**config.mk**
```make
export PLATFORM = sky130hd
export DESIGN_NAME = issue_scheduler
export DESIGN_NICKNAME = d
export VERILOG_FILES = /design/src/rtl/sched_pkg.sv /design/src/rtl/rr_find_first.sv /design/src/rtl/issue_scheduler.sv
export SDC_FILE = /design/constraint.sdc
export NUM_CORES = 1
export LEC_CHECK = 0
export ABC_AREA = 0
export CORE_MARGIN = 1
export CORE_UTILIZATION = 60
export CTS_BUF_LIST = sky130_fd_sc_hd__clkbuf_8
export DETAILED_ROUTE_END_ITERATION = 12
export PLACE_DENSITY = 0.95
export SLEW_MARGIN = 10
export SYNTH_ARGS = -nofsm -noshare
export SYNTH_HDL_FRONTEND = slang
export SYNTH_SLANG_ARGS = --single-unit
```
**constraint.sdc**
```tcl
create_clock -name clock -period 10.73 [get_ports clock]
set_input_delay 1.073 -clock clock [delete_from_list [all_inputs] [get_ports clock]]
set_output_delay 1.073 -clock clock [all_outputs]
set_load 0.005 [all_outputs]
```
**src/rtl/sched_pkg.sv**
```systemverilog
// Shared definitions for the two-wide round-robin issue scheduler.
package sched_pkg;

    localparam int NUM_REQ_DEF  = 8;
    localparam int MULT_LAT_DEF = 4;

    // Widest search vector the one-hot helper can encode.
    localparam int OH_MAX_W  = 64;
    localparam int OH_IDX_W  = $clog2(OH_MAX_W);

    typedef logic [$clog2(NUM_REQ_DEF)-1:0] rs_idx_t;

    // Index of the set bit in a one-hot vector (zero-extended to OH_MAX_W).
    // Returns 0 for an all-zero vector; callers qualify with a found flag.
    function automatic logic [OH_IDX_W-1:0] onehot_to_idx(input logic [OH_MAX_W-1:0] oh);
        logic [OH_IDX_W-1:0] idx;
        idx = '0;
        for (int i = 0; i < OH_MAX_W; i++) begin
            if (oh[i]) idx = idx | OH_IDX_W'(i);
        end
        return idx;
    endfunction

endpackage

```
**src/rtl/rr_find_first.sv**
```systemverilog
// Rotating-priority find-first: first set bit of (vec & mask) at or after start,
// wrapping modulo N. N must be a power of two no wider than OH_MAX_W.
module rr_find_first
    import sched_pkg::*;
#(
    parameter int N  = 8,
    parameter int IW = $clog2(N)
) (
    input  logic [N-1:0]  vec,
    input  logic [IW-1:0] start,
    input  logic [N-1:0]  mask,
    output logic          found,
    output logic [IW-1:0] index
);

    logic [N-1:0]   masked;
    logic [2*N-1:0] dbl;
    logic [N-1:0]   rot;
    logic [N-1:0]   rot_oh;
    logic [IW-1:0]  rot_idx;

    // Rotate so start sits at bit 0, pick the lowest set bit, rotate the index back.
    always_comb begin
        masked  = vec & mask;
        dbl     = {masked, masked} >> start;
        rot     = dbl[N-1:0];
        rot_oh  = rot & (~rot + N'(1));
        rot_idx = IW'(onehot_to_idx(OH_MAX_W'(rot_oh)));
        found   = |rot;
        index   = rot_idx + start;
    end

endmodule

```
**src/rtl/issue_scheduler.sv**
```systemverilog
// Two-wide round-robin issue scheduler with single non-pipelined multiplier
// occupancy tracking. Grants are combinational; ptr and mcnt are registered.
module issue_scheduler
    import sched_pkg::*;
#(
    parameter int NUM_REQ  = NUM_REQ_DEF,
    parameter int MULT_LAT = MULT_LAT_DEF
) (
    input  logic                       clock,
    input  logic                       reset,
    input  logic [NUM_REQ-1:0]         req,
    input  logic [NUM_REQ-1:0]         is_mult,
    input  logic                       stall,
    output logic [NUM_REQ-1:0]         gnt,
    output logic                       slot0_valid,
    output logic                       slot1_valid,
    output logic [$clog2(NUM_REQ)-1:0] slot0_idx,
    output logic [$clog2(NUM_REQ)-1:0] slot1_idx,
    output logic                       mult_busy
);

    localparam int IW = $clog2(NUM_REQ);
    localparam int CW = (MULT_LAT > 1) ? $clog2(MULT_LAT) : 1;

    logic [IW-1:0]      ptr_q, ptr_d;
    logic [CW-1:0]      mcnt_q, mcnt_d;

    logic [NUM_REQ-1:0] elig;
    logic               s0_found, s1_found;
    logic [IW-1:0]      s0_idx, s1_idx;
    logic               s0_mult;
    logic [NUM_REQ-1:0] s1_mask;
    logic               mult_granted;

    assign mult_busy = (mcnt_q != '0);

    // Eligibility and the slot1 mask: drop slot0's entry, and all mults if slot0 took one.
    always_comb begin
        elig    = req & ~{NUM_REQ{stall}} & ~(is_mult & {NUM_REQ{mult_busy}});
        s0_mult = s0_found & is_mult[s0_idx];
        s1_mask = ~(NUM_REQ'(1) << s0_idx) & ~(is_mult & {NUM_REQ{s0_mult}});
    end

    rr_find_first #(.N(NUM_REQ), .IW(IW)) u_find_slot0 (
        .vec   (elig),
        .start (ptr_q),
        .mask  ({NUM_REQ{1'b1}}),
        .found (s0_found),
        .index (s0_idx)
    );

    // Starting from ptr with slot0 masked yields the next eligible entry after slot0,
    // since nothing eligible lies between ptr and slot0.
    rr_find_first #(.N(NUM_REQ), .IW(IW)) u_find_slot1 (
        .vec   (elig),
        .start (ptr_q),
        .mask  (s1_mask),
        .found (s1_found),
        .index (s1_idx)
    );

    // Output assembly: slots fill in order, invalid slots report index 0.
    always_comb begin
        slot0_valid  = s0_found;
        slot1_valid  = s0_found & s1_found;
        slot0_idx    = slot0_valid ? s0_idx : '0;
        slot1_idx    = slot1_valid ? s1_idx : '0;
        gnt          = '0;
        if (slot0_valid) gnt = gnt | (NUM_REQ'(1) << s0_idx);
        if (slot1_valid) gnt = gnt | (NUM_REQ'(1) << s1_idx);
        mult_granted = (slot0_valid & is_mult[s0_idx]) | (slot1_valid & is_mult[s1_idx]);
    end

    // Next pointer and multiplier occupancy; the counter drains even under stall.
    always_comb begin
        if (slot1_valid)      ptr_d = s1_idx + IW'(1);
        else if (slot0_valid) ptr_d = s0_idx + IW'(1);
        else                  ptr_d = ptr_q;

        mcnt_d = mcnt_q;
        if (mult_granted && (MULT_LAT > 1)) mcnt_d = CW'(MULT_LAT - 1);
        else if (mcnt_q != '0)              mcnt_d = mcnt_q - CW'(1);
    end

    // State register with synchronous reset.
    always_ff @(posedge clock) begin
        if (reset) begin
            ptr_q  <= '0;
            mcnt_q <= '0;
        end else begin
            ptr_q  <= ptr_d;
            mcnt_q <= mcnt_d;
        end
    end

endmodule
```
==> results.cfg <==
[global_route]
antenna_found_initial = 0
grt_overflow_total = 0
grt_pass1_wl_um = 9690
grt_util_all_layers_pct = 36.1
grt_pass1_vias = 2024
grt_max_degree = 19

[timing]
worst_pin_slew_ps = 716
fin_crit_ps = 9700
hold_viol_final = 0
finalCritPeriodShare_pct = 90.4
tns_ps = 0
setup_viol = 0
rsz0062_at_grt = no
finalMaxSlewViolations = 0
max_freq_mhz = 103
max-slew-margin-rel_pct = 52.1
setup_ws_ps = 1030
clock_skew_ps = 0.722

[floorplan]
die_x_um = 59.4
core_um2 = 3100
rows = 20
start_util_pct = 63.7
dieArea_um2 = 3530
ios = 36
die_h_um = 59.4

[drt]
drt_iter0_markers = 313
viasPerCell = 7.01
drc_errors = 0
wl_met1_um = 2460
wirelength_um = 5930
ant_nets = 0
drtPass1Iterations = 6
route.met3.wl_um = 654
top_layer_used = met4
drt-wirelength-per-cell_um = 17.7
wl_met2_um = 2650
dr_total_vias = 2347

[min_path]
hold_start = mcnt_q[0]$_SDFFE_PP0P_
hold-path-endpoint = mcnt_q[0]$_SDFFE_PP0P_
worstHoldPathCells = 2
hold_class = reg -> reg

[yosys]
syn_area_um2 = 1980
ys_seq_elements = 5
synth-edff-count = 0
syn_area_per_cell_um2 = 7.38
netlist_instances = 268
synth_nets = 293
yosysSeqAreaShare_pct = 5.06
synth_ff_type = dfxtp_1
yosysWarnings = 0
yosysUniqueCellTypes = 58
postSynth.asyncResetShare_pct = 0

[job]
cap_viol_max_count = 0

[finish]
final_cells = 335
drive_gt1_share_pct = 17.5
n_fill_cell = 245
antennaDiodeCount = 0
area_growth_pct = 18.8
final_nets = 317

[clocking]
ctsResizeCount = 0
numCtsBuffers = 3
clock_latency_ps = 230
cts_max_level = 1
root_buffer = clkbuf_8
cts_sinks = 5
clkSlewWorstSetupHoldPaths_ps = 40
tritoncts = done
postCtsSetupRepairBufs = 0
cts_buffer_depth = 2
hold_buffers = 0

[setup_path]
r2r_cells = 26
start_kind = primary input
cp-end-kind = output port
cp_data_arrival_time_ps = 8630
required_ps = 9660
path_common_cell = a21oi_1
path_class = in -> out
slowest_delay_ps = 700
cp_slowest_cell = fa_1
ff2ff_setup_slack_ps = 2930
r2r_end = ptr_q[2]$_SDFFE_PP0P_
r2r-start = ptr_q[0]$_SDFFE_PP0P_
crit_fanout = 9

[placement]
post-place-ws_ps = 1190
gp_congestion = 1.11
hpwl_um = 4580
io_buffer_count = 35
placedCellCount = 331

[outcome]
outcome = completed
[cell usage in the layout (no fill, tap or decap), types with 2 or more instances in the layout]
| cell type | instances |
|---|---|
| and4_1 | 3 |
| ha_1 | 4 |
| a21oi_1 | 20 |
| o31ai_1 | 2 |
| and2b_4 | 7 |
| nor3_2 | 2 |
| nor2b_1 | 2 |
| and2_1 | 6 |
| o2111ai_1 | 2 |
| or2_2 | 2 |
| o22ai_1 | 26 |
| nand2b_4 | 7 |
| nor3_1 | 5 |
| mux2i_1 | 3 |
| o32ai_1 | 2 |
| fa_1 | 2 |
| or2_1 | 2 |
| inv_1 | 9 |
| nor2_1 | 13 |
| nand2_1 | 24 |
| o211ai_1 | 16 |
| nand3_1 | 26 |
| nand4_1 | 4 |
| and3_1 | 3 |
| nand2b_1 | 7 |
| and2_4 | 7 |
| inv_2 | 2 |
| xor2_1 | 3 |
| mux4_2 | 9 |
| dfxtp_1 | 5 |
| clkdlybuf4s50_1 | 35 |
| o21ai_0 | 3 |
| mux2_2 | 2 |
| clkbuf_8 | 3 |
[through the flow]
step,cell area [um^2],hold slack (ps),util (%)
2_1_floorplan,1980,532,-
4_1_cts,2350,610,75.8
6_report,2350,615,75.8
5_1_grt,2350,655,75.8
3_3_place_gp,2300,563,74.3
3_5_place_dp,2300,596,74.3
[state kept, by name, indices dropped and copies added (netlist names)]
| name | cells |
|---|---|
| mcnt_q | 2 |
| ptr_q | 3 |
[how the worst max path moves through the flow]
stage	from	endpoint
6_report	stall	gnt[0]
5_1_grt	stall	gnt[0]
4_1_cts	stall	gnt[0]
3_5_place_dp	stall	gnt[0]
3_3_place_gp	stall	gnt[0]
2_1_floorplan	stall	gnt[0]
[critical path: cells and delay by family]
kind                       cells  cell delay [ps]
AOI/OAI and AO/OA             12             2380
xor gates and xnor gates       1              220
buffers and inverters          2             1070
adders and majority gates      4             1530
and+or+nand+nor                7             1140
muxes                          3             1200
[cell usage after synthesis, types with 3 or more instances]
master     n  share of area, %
inv_1      9               1.7
and2_1     6               1.9
buf_2      3              0.76
and2b_4    7               3.5
clkbuf_1   6               1.1
nand3_1   26               6.6
dfxtp_1    5               5.1
o211ai_1  16               6.1
and4_1     3               1.3
o22ai_1   26               8.2
mux4_2     9                10
nor2_1    13               2.5
and3_1     3              0.95
mux2i_1    3               1.5
nand4_1    4               1.3
nand2b_4   7               4.9
xor2_1     3               1.3
ha_1       4               2.5
and2_4     7               3.1
buf_1      5              0.95
nor3_1     5               1.3
nand2b_1   7               2.2
nand2_1   24               4.6
a21oi_1   20               5.1
o21ai_0    3              0.76
[cell type report]
| cell class | count | area (um^2) | area share (%) |
|---|---|---|---|
| Clock buffer | 3 | 41.3 | 1.76 |
| Clock inverter | 1 | 5.00 | 0.213 |
| Inverter | 12 | 45.0 | 1.92 |
| Multi-Input combinational cell | 235 | 1750 | 74.6 |
| Sequential cell | 5 | 100 | 4.26 |
| Tap cell | 44 | 55.1 | 2.34 |
| Timing Repair Buffer | 35 | 350 | 14.9 |
[cell families (layout without fill, tap and decap cells)]
logic type	count (synthesis)	in the layout	synth area share (%)
mux	15	15	13.7
simple gates	127	127	40.1
buf+inv	28	51	6.26
fa+ha+maj	6	6	4.55
compound gates	83	83	28.6
flops	5	5	5.06
xor+xnor	4	4	1.77
[routing by layer]
layer | track usage (%) | up-vias
li1 | - | 1070
met1 | 52.5 | 1070
met2 | 52.6 | 180
met3 | 6.77 | 27
met4 | 12.6 | 0
met5 | 0 | -
Power is not shown: default switching activity piles up to over one toggle a cycle in this logic, so the estimate is an artifact.
